`src/rtl/axi_4_lite_mst_pkg.sv`:
```
// axi_4_lite_mst_pkg: bus widths, AXI response codes, master state encodings and a saturating-increment helper.
package axi_4_lite_mst_pkg;
  localparam int ADDR_W = 32;
  localparam int DATA_W = 32;
  localparam int STRB_W = DATA_W / 8;
  localparam logic [1:0] OKAY = 2'b00;
  localparam logic [1:0] SLVERR = 2'b10;
  localparam logic [1:0] DECERR = 2'b11;
  localparam logic [2:0] MST_IDLE = 3'd0;
  localparam logic [2:0] MST_WR = 3'd1;
  localparam logic [2:0] MST_WR_RESP = 3'd2;
  localparam logic [2:0] MST_RD_ADDR = 3'd3;
  localparam logic [2:0] MST_RD_DATA = 3'd4;
  localparam logic [2:0] MST_RSP = 3'd5;
  function automatic logic [15:0] sat_inc(input logic [15:0] c, input logic en);
    return (en && c != 16'hFFFF) ? c + 16'd1 : c;
  endfunction
endpackage

```
`src/rtl/axi_4_lite_mst_if.sv`:
```
// axi_4_lite_mst_if: command/response port plus the five AXI4-Lite channels driven by the master.
interface axi_4_lite_mst_if;
  import axi_4_lite_mst_pkg::*;
  logic cmd_valid, cmd_ready, cmd_write;
  logic [ADDR_W-1:0] cmd_addr;
  logic [DATA_W-1:0] cmd_wdata;
  logic [STRB_W-1:0] cmd_wstrb;
  logic rsp_valid, rsp_ready, rsp_write;
  logic [DATA_W-1:0] rsp_rdata;
  logic [1:0] rsp_resp;
  logic awvalid, awready;
  logic [ADDR_W-1:0] awaddr;
  logic [2:0] awprot;
  logic wvalid, wready;
  logic [DATA_W-1:0] wdata;
  logic [STRB_W-1:0] wstrb;
  logic bvalid, bready;
  logic [1:0] bresp;
  logic arvalid, arready;
  logic [ADDR_W-1:0] araddr;
  logic [2:0] arprot;
  logic rvalid, rready;
  logic [DATA_W-1:0] rdata;
  logic [1:0] rresp;
  modport master (
    input  cmd_valid, cmd_write, cmd_addr, cmd_wdata, cmd_wstrb, rsp_ready,
           awready, wready, bvalid, bresp, arready, rvalid, rdata, rresp,
    output cmd_ready, rsp_valid, rsp_write, rsp_rdata, rsp_resp,
           awvalid, awaddr, awprot, wvalid, wdata, wstrb, bready,
           arvalid, araddr, arprot, rready
  );
  modport slave (
    output cmd_valid, cmd_write, cmd_addr, cmd_wdata, cmd_wstrb, rsp_ready,
           awready, wready, bvalid, bresp, arready, rvalid, rdata, rresp,
    input  cmd_ready, rsp_valid, rsp_write, rsp_rdata, rsp_resp,
           awvalid, awaddr, awprot, wvalid, wdata, wstrb, bready,
           arvalid, araddr, arprot, rready
  );
endinterface

```
`src/rtl/axi_4_lite_mst_stats.sv`:
```
// axi_4_lite_mst_stats: saturating write, read and error-response counters.
module axi_4_lite_mst_stats
  import axi_4_lite_mst_pkg::*;
(
  input  logic clk,
  input  logic rst_n,
  input  logic inc_wr,
  input  logic inc_rd,
  input  logic inc_err,
  output logic [15:0] wr_cnt,
  output logic [15:0] rd_cnt,
  output logic [15:0] err_cnt
);
  always_ff @(posedge clk or negedge rst_n)
    if (!rst_n) begin
      wr_cnt <= '0;
      rd_cnt <= '0;
      err_cnt <= '0;
    end else begin
      wr_cnt <= sat_inc(wr_cnt, inc_wr);
      rd_cnt <= sat_inc(rd_cnt, inc_rd);
      err_cnt <= sat_inc(err_cnt, inc_err);
    end
endmodule

```
`src/rtl/axi_4_lite_mst.sv`:
```
// axi_4_lite_mst: single-outstanding AXI4-Lite master bridging a valid/ready command/response port.
// Define AXI_4_LITE_MST_STATS_EN to add saturating transaction/error counters.
module axi_4_lite_mst
  import axi_4_lite_mst_pkg::*;
(
  input  logic m_axi_aclk,
  input  logic m_axi_aresetn,
`ifdef AXI_4_LITE_MST_STATS_EN
  output logic [15:0] stat_wr_cnt,
  output logic [15:0] stat_rd_cnt,
  output logic [15:0] stat_err_cnt,
`endif
  axi_4_lite_mst_if.master bus
);
  logic [2:0] state;
  logic b_got, b_cap, r_cap, aw_done, w_done;
  logic [1:0] cap_resp;
  assign b_cap = bus.bvalid && bus.bready;
  assign r_cap = bus.rvalid && bus.rready && (state == MST_RD_DATA || bus.arready);
  assign cap_resp = b_cap ? bus.bresp : bus.rresp;
  assign aw_done = !bus.awvalid || bus.awready;
  assign w_done = !bus.wvalid || bus.wready;
  assign bus.awprot = 3'b000;
  assign bus.arprot = 3'b000;
  always_ff @(posedge m_axi_aclk or negedge m_axi_aresetn)
    if (!m_axi_aresetn) begin
      state <= MST_IDLE;
      b_got <= 1'b0;
      bus.cmd_ready <= 1'b1;
      bus.awvalid <= 1'b0;
      bus.wvalid <= 1'b0;
      bus.bready <= 1'b0;
      bus.arvalid <= 1'b0;
      bus.rready <= 1'b0;
      bus.awaddr <= '0;
      bus.araddr <= '0;
      bus.wdata <= '0;
      bus.wstrb <= '0;
      bus.rsp_valid <= 1'b0;
      bus.rsp_write <= 1'b0;
      bus.rsp_rdata <= '0;
      bus.rsp_resp <= OKAY;
    end else begin
      if (b_cap || r_cap) begin
        bus.rsp_resp <= cap_resp;
        bus.rsp_write <= b_cap;
        bus.rsp_rdata <= b_cap ? '0 : bus.rdata;
      end
      if (b_cap) begin
        bus.bready <= 1'b0;
        b_got <= 1'b1;
      end
      if (r_cap) bus.rready <= 1'b0;
      case (state)
        MST_IDLE: if (bus.cmd_valid) begin
          bus.cmd_ready <= 1'b0;
          b_got <= 1'b0;
          if (bus.cmd_write) begin
            bus.awaddr <= bus.cmd_addr;
            bus.wdata <= bus.cmd_wdata;
            bus.wstrb <= bus.cmd_wstrb;
            bus.awvalid <= 1'b1;
            bus.wvalid <= 1'b1;
            bus.bready <= 1'b1;
            state <= MST_WR;
          end else begin
            bus.araddr <= bus.cmd_addr;
            bus.arvalid <= 1'b1;
            bus.rready <= 1'b1;
            state <= MST_RD_ADDR;
          end
        end
        MST_WR: begin
          if (bus.awready) bus.awvalid <= 1'b0;
          if (bus.wready) bus.wvalid <= 1'b0;
          // an early B (tolerated) is held in b_got until both AW and W complete
          if (aw_done && w_done) begin
            state <= (b_cap || b_got) ? MST_RSP : MST_WR_RESP;
            bus.rsp_valid <= b_cap || b_got;
          end
        end
        MST_WR_RESP: if (b_cap) begin
          state <= MST_RSP;
          bus.rsp_valid <= 1'b1;
        end
        MST_RD_ADDR: if (bus.arready) begin
          bus.arvalid <= 1'b0;
          state <= r_cap ? MST_RSP : MST_RD_DATA;
          bus.rsp_valid <= r_cap;
        end
        MST_RD_DATA: if (r_cap) begin
          state <= MST_RSP;
          bus.rsp_valid <= 1'b1;
        end
        MST_RSP: if (bus.rsp_ready) begin
          bus.rsp_valid <= 1'b0;
          bus.cmd_ready <= 1'b1;
          state <= MST_IDLE;
        end
        default: state <= MST_IDLE;
      endcase
    end
`ifdef AXI_4_LITE_MST_STATS_EN
  axi_4_lite_mst_stats u_stats (
    .clk     (m_axi_aclk),
    .rst_n   (m_axi_aresetn),
    .inc_wr  (b_cap),
    .inc_rd  (r_cap),
    .inc_err ((b_cap || r_cap) && cap_resp != OKAY),
    .wr_cnt  (stat_wr_cnt),
    .rd_cnt  (stat_rd_cnt),
    .err_cnt (stat_err_cnt)
  );
`endif
endmodule

```
`src/flat_wrapper.sv`:
```
// flat-port wrapper written by rule: the top's interface ports become plain ports
module axi_4_lite_mst_flat import axi_4_lite_mst_pkg::*;
  (m_axi_aclk, m_axi_aresetn, bus_cmd_valid, bus_cmd_write, bus_cmd_addr, bus_cmd_wdata, bus_cmd_wstrb, bus_rsp_ready, bus_awready, bus_wready, bus_bvalid, bus_bresp, bus_arready, bus_rvalid, bus_rdata, bus_rresp, bus_cmd_ready, bus_rsp_valid, bus_rsp_write, bus_rsp_rdata, bus_rsp_resp, bus_awvalid, bus_awaddr, bus_awprot, bus_wvalid, bus_wdata, bus_wstrb, bus_bready, bus_arvalid, bus_araddr, bus_arprot, bus_rready);
  axi_4_lite_mst_if bus_i ();
  input  logic m_axi_aclk;
  input  logic m_axi_aresetn;
  input wire logic [$bits(bus_i.cmd_valid)-1:0] bus_cmd_valid;
  input wire logic [$bits(bus_i.cmd_write)-1:0] bus_cmd_write;
  input wire logic [$bits(bus_i.cmd_addr)-1:0] bus_cmd_addr;
  input wire logic [$bits(bus_i.cmd_wdata)-1:0] bus_cmd_wdata;
  input wire logic [$bits(bus_i.cmd_wstrb)-1:0] bus_cmd_wstrb;
  input wire logic [$bits(bus_i.rsp_ready)-1:0] bus_rsp_ready;
  input wire logic [$bits(bus_i.awready)-1:0] bus_awready;
  input wire logic [$bits(bus_i.wready)-1:0] bus_wready;
  input wire logic [$bits(bus_i.bvalid)-1:0] bus_bvalid;
  input wire logic [$bits(bus_i.bresp)-1:0] bus_bresp;
  input wire logic [$bits(bus_i.arready)-1:0] bus_arready;
  input wire logic [$bits(bus_i.rvalid)-1:0] bus_rvalid;
  input wire logic [$bits(bus_i.rdata)-1:0] bus_rdata;
  input wire logic [$bits(bus_i.rresp)-1:0] bus_rresp;
  output wire logic [$bits(bus_i.cmd_ready)-1:0] bus_cmd_ready;
  output wire logic [$bits(bus_i.rsp_valid)-1:0] bus_rsp_valid;
  output wire logic [$bits(bus_i.rsp_write)-1:0] bus_rsp_write;
  output wire logic [$bits(bus_i.rsp_rdata)-1:0] bus_rsp_rdata;
  output wire logic [$bits(bus_i.rsp_resp)-1:0] bus_rsp_resp;
  output wire logic [$bits(bus_i.awvalid)-1:0] bus_awvalid;
  output wire logic [$bits(bus_i.awaddr)-1:0] bus_awaddr;
  output wire logic [$bits(bus_i.awprot)-1:0] bus_awprot;
  output wire logic [$bits(bus_i.wvalid)-1:0] bus_wvalid;
  output wire logic [$bits(bus_i.wdata)-1:0] bus_wdata;
  output wire logic [$bits(bus_i.wstrb)-1:0] bus_wstrb;
  output wire logic [$bits(bus_i.bready)-1:0] bus_bready;
  output wire logic [$bits(bus_i.arvalid)-1:0] bus_arvalid;
  output wire logic [$bits(bus_i.araddr)-1:0] bus_araddr;
  output wire logic [$bits(bus_i.arprot)-1:0] bus_arprot;
  output wire logic [$bits(bus_i.rready)-1:0] bus_rready;
  assign bus_i.cmd_valid = bus_cmd_valid;
  assign bus_i.cmd_write = bus_cmd_write;
  assign bus_i.cmd_addr = bus_cmd_addr;
  assign bus_i.cmd_wdata = bus_cmd_wdata;
  assign bus_i.cmd_wstrb = bus_cmd_wstrb;
  assign bus_i.rsp_ready = bus_rsp_ready;
  assign bus_i.awready = bus_awready;
  assign bus_i.wready = bus_wready;
  assign bus_i.bvalid = bus_bvalid;
  assign bus_i.bresp = bus_bresp;
  assign bus_i.arready = bus_arready;
  assign bus_i.rvalid = bus_rvalid;
  assign bus_i.rdata = bus_rdata;
  assign bus_i.rresp = bus_rresp;
  assign bus_cmd_ready = bus_i.cmd_ready;
  assign bus_rsp_valid = bus_i.rsp_valid;
  assign bus_rsp_write = bus_i.rsp_write;
  assign bus_rsp_rdata = bus_i.rsp_rdata;
  assign bus_rsp_resp = bus_i.rsp_resp;
  assign bus_awvalid = bus_i.awvalid;
  assign bus_awaddr = bus_i.awaddr;
  assign bus_awprot = bus_i.awprot;
  assign bus_wvalid = bus_i.wvalid;
  assign bus_wdata = bus_i.wdata;
  assign bus_wstrb = bus_i.wstrb;
  assign bus_bready = bus_i.bready;
  assign bus_arvalid = bus_i.arvalid;
  assign bus_araddr = bus_i.araddr;
  assign bus_arprot = bus_i.arprot;
  assign bus_rready = bus_i.rready;
  axi_4_lite_mst u_core (.m_axi_aclk(m_axi_aclk), .m_axi_aresetn(m_axi_aresetn), .bus(bus_i));
endmodule
```
`config.mk`:
```
export PLATFORM = sky130hd
export DESIGN_NAME = axi_4_lite_mst_flat
export DESIGN_NICKNAME = d
export VERILOG_FILES = /design/src/rtl/axi_4_lite_mst_pkg.sv /design/src/rtl/axi_4_lite_mst_if.sv /design/src/rtl/axi_4_lite_mst_stats.sv /design/src/rtl/axi_4_lite_mst.sv /design/src/flat_wrapper.sv
export SDC_FILE = /design/constraint.sdc
export NUM_CORES = 1
export LEC_CHECK = 0
export BUFFER_PORTS_ARGS = -buffer_cell sky130_fd_sc_hd__clkbuf_2
export CORE_AREA = 2 2 151 94
export DETAILED_ROUTE_END_ITERATION = 8
export DIE_AREA = 0 0 153 96
export PLACE_DENSITY = 0.76
export SLEW_MARGIN = 15
export SYNTH_ARGS = -nofsm -noshare
export SYNTH_HDL_FRONTEND = slang
export SYNTH_SLANG_ARGS = --single-unit
```
`constraint.sdc`:
```
create_clock -name m_axi_aclk -period 5.2 [get_ports m_axi_aclk]
set_input_delay 0.78 -clock m_axi_aclk [delete_from_list [all_inputs] [get_ports m_axi_aclk]]
set_output_delay 0.78 -clock m_axi_aclk [all_outputs]
set_load 0.02 [all_outputs]
```
==> impl_metrics.py <==
metrics = {
    "outcome": {
        "status": "complete, no violations",
    },
    "power": {
        "p_leak_uw": 0.004014,
        "switching_share_pct": 39.20,
        "vdd_drop_max_mv": 0.3079,
        "p_sw_uw": 2164,
        "clkPwrFrac_pct": 22.7,
        "p_seq_share_pct": 37.0,
        "p_int_uw": 3356,
        "powerDensity_nw_per_um2": 706.3,
        "comb_power_share_pct": 40.2,
    },
    "global_route": {
        "grt_pass1_wl_um": 22400,
        "grt_max_degree": 101,
        "grt_pass1_vias": 4474,
        "antenna_found_initial": 0,
        "grt-ovfl-total": 0,
        "grt_usage_pct": 19.18,
    },
    "setup_path": {
        "cp-start-kind": "register",
        "r2r_end": "u_core.bus.araddr[8]",
        "cp-end-kind": "register",
        "worstPathMaxFanout": 33,
        "cp_top_family": "simple AND/OR/NAND/NOR gates",
        "crit_type": "reg2reg",
        "crit_arrival_ns": 2.75,
        "slowest_stage": "and2_2",
        "cp_cell_sequence": "nor4b_4 -> and2_2 -> mux2_2",
        "crit_buf_inv": 0,
        "cp.required_ns": 5.48,
        "cp_slowest_stage_delay_ns": 0.79,
        "rrSetupSlack_ns": 2.72,
        "path_depth": 3,
        "worst_r2r_path_depth": 3,
        "reg2reg_from": "u_core.state[0]",
    },
    "floorplan": {
        "ioPinCount": 262,
        "chipWidth_um": 153,
        "die_h_um": 96,
        "dieArea_um2": 14690,
        "start_util_pct": 43.93,
        "coreArea_um2": 13340,
        "rows": 33,
    },
    "logic_synthesis": {
        "muxShareOfSynthArea_pct": 20.33,
        "async_flop_share_pct": 100.0,
        "synth_top_family_by_area": "multiplexers",
        "synth-edff-count": 0,
        "synth-xor-area-share_pct": 0,
        "yosysMostFrequentCell": "dfrtp_1",
        "synth_top_area_share_pct": 61.94,
        "ys_types": 36,
        "synth-simple-area-share_pct": 7.219,
        "synth_compound_area_share_pct": 6.237,
        "synthesis.instances": 446,
        "avgSynthCellArea_um2": 13.13,
        "ys_top_cells_by_area": "dfrtp_1 (62%), mux2_2 (18%), nand2_1 (4.7%)",
        "syn_area_um2": 5858,
        "synth_seq_area_share_pct": 62.39,
        "synth_fa_ha_area_share_pct": 0,
        "yosysWarnings": 0,
        "ys.flop_type": "dfrtp_1",
        "synth-seq-cells": 146,
        "synth_common_cells": "dfrtp_1 (145), mux2_2 (92), nand2_1 (73), a21oi_1 (35), buf_2 (14)",
        "synth.largest_area_cell": "dfrtp_1",
    },
    "clocking": {
        "ctsResizeCount": 0,
        "hold_buffers": 0,
        "cts_setup_buffers": 0,
        "clockRootBuffer": "clkbuf_16",
        "cts_sinks": 146,
        "clk_transition_reported_paths_ns": 0.07,
        "cts.path.max_buffers": 2,
        "cts_tree": "yes",
        "clkLatencyLatePin_ns": 0.40,
        "cts_buffers": 17,
        "htree_levels": 4,
    },
    "layout": {
        "nNetsFinal": 810,
        "final_cell_count_no_fill": 884,
        "syn2layout_area_growth_pct": 33.40,
        "layout-drive-gt1-share_pct": 55.99,
        "antennaDiodeCount": 0,
    },
    "routing": {
        "viasPerCell": 4.958,
        "drc_errors": 0,
        "drt_iter0_drc": 158,
        "firstDrtPassIters": 5,
        "drt-total-wl_um": 14040,
        "vias": 4383,
        "wl_per_cell_um": 15.89,
        "antenna_left": 0,
    },
    "sta": {
        "setup_viol": 0,
        "rsz0062_at_grt": "false",
        "slew_viol_final": 0,
        "skew_ns": 0.009903,
        "fin_crit_sh_pct": 47.60,
        "tns_ns": 0,
        "max_freq_ghz": 0.4040,
        "finalHoldViolCount": 0,
        "worstMarginPinSlew_ns": 0.9904,
        "hold_ws_ns": 0.4798,
        "max_slew_margin_pct": 33.97,
        "post-route-min-period_ns": 2.475,
    },
    "placement": {
        "dp_cells": 852,
        "portBuffers": 255,
        "gp_congestion": 0.8071,
        "dp_hpwl_um": 10140,
    },
    "run": {
        "cap_violations": 0,
    },
    "worst_hold_path": {
        "min_path_type": "in2async",
    },
}
worst max path at each step:
| stage | start | to | slack, ns |
|---|---|---|---|
| 6_report | u_core.state[0] | u_core.bus.araddr[8] | 2.72 |
| 5_1_grt | u_core.state[0] | u_core.bus.araddr[8] | 2.57 |
| 4_1_cts | u_core.state[0] | u_core.bus.araddr[8] | 2.72 |
| 3_5_place_dp | bus_cmd_valid | u_core.bus.araddr[30] | 2.54 |
| 3_3_place_gp | bus_cmd_valid | u_core.bus.araddr[21] | 2.65 |
| 2_1_floorplan | bus_cmd_valid | u_core.bus.araddr[10] | 3.25 |
placed cells by master, fill, tap and decap left out, drive strengths merged, types with 5 or more instances in the layout:
cell    instances
a21oi          35
clkbuf        271
clkinv          5
conb            6
dfrtp         145
inv             9
mux2          101
nand2          74
nor2            5
o21ai          11
power groups by stage:
stage	registers, µW	logic (µW)	clock network, µW
final	2040	2220	1260
after global routing	2120	2380	1330
after CTS	2040	2250	1280
after detailed placement	2050	2240	0
after global placement	2020	2190	0
after floorplan	2660	812	0
worst reg2reg max path: cells and delay by family, from the launching register on:
kind	cells	cell delay (ns)
DFF	1	0.59
muxes	1	0.44
and+or+nand+nor	2	1.32
routing by layer:
| layer | vias to the layer above | wire length, µm | GRT usage [%] |
|---|---|---|---|
| li1 | 2024 | - | - |
| met1 | 2159 | 5955 | 25.08 |
| met2 | 182 | 6913 | 31.32 |
| met3 | 18 | 982 | 5.628 |
| met4 | 0 | 193 | 6.173 |
| met5 | - | 0 | 0 |
sequential cells by signal, indices dropped and copies added (netlist names):
name and count:
u_core.b_got 1, u_core.bus.araddr 32, u_core.bus.arvalid 1, u_core.bus.awaddr 32
u_core.bus.awvalid 1, u_core.bus.bready 1, u_core.bus.cmd_ready 1, u_core.bus.rready 1
u_core.bus.rsp_rdata 32, u_core.bus.rsp_resp 2, u_core.bus.rsp_valid 1, u_core.bus.rsp_write 1
u_core.bus.wdata 32, u_core.bus.wstrb 4, u_core.bus.wvalid 1, u_core.state 3
cells by family (layout without fill, tap and decap cells):
group	after synthesis	after routing
buffers and inverters	37	295
other	1	6
flip-flops	146	146
AO/OA/AOI/OAI	63	63
AND/OR/NAND/NOR	96	96
multiplexers	103	103
metrics by stage:
step           worst slack (ns)  utilization, %  total power (µW)  cell area, µm²
6_report                  2.725           58.60              5520            7815
5_1_grt                   2.566           58.60              5831            7815
4_1_cts                   2.724           58.60              5576            7815
3_5_place_dp              2.539           54.06              4295            7209
3_3_place_gp              2.650           54.06              4205            7209
2_1_floorplan             3.246               -              3467            5877
final cells by class:
type | instances | area [µm²]
fillers | 1072 | 5522
multi-input cells | 268 | 2012
clock inverters | 15 | 180.2
inverters | 5 | 18.77
well taps | 175 | 219.0
repair buffers | 258 | 1305
flip-flops and latches | 146 | 3655
clock buffers | 17 | 425.4
Power figures use the tool's default switching activity.
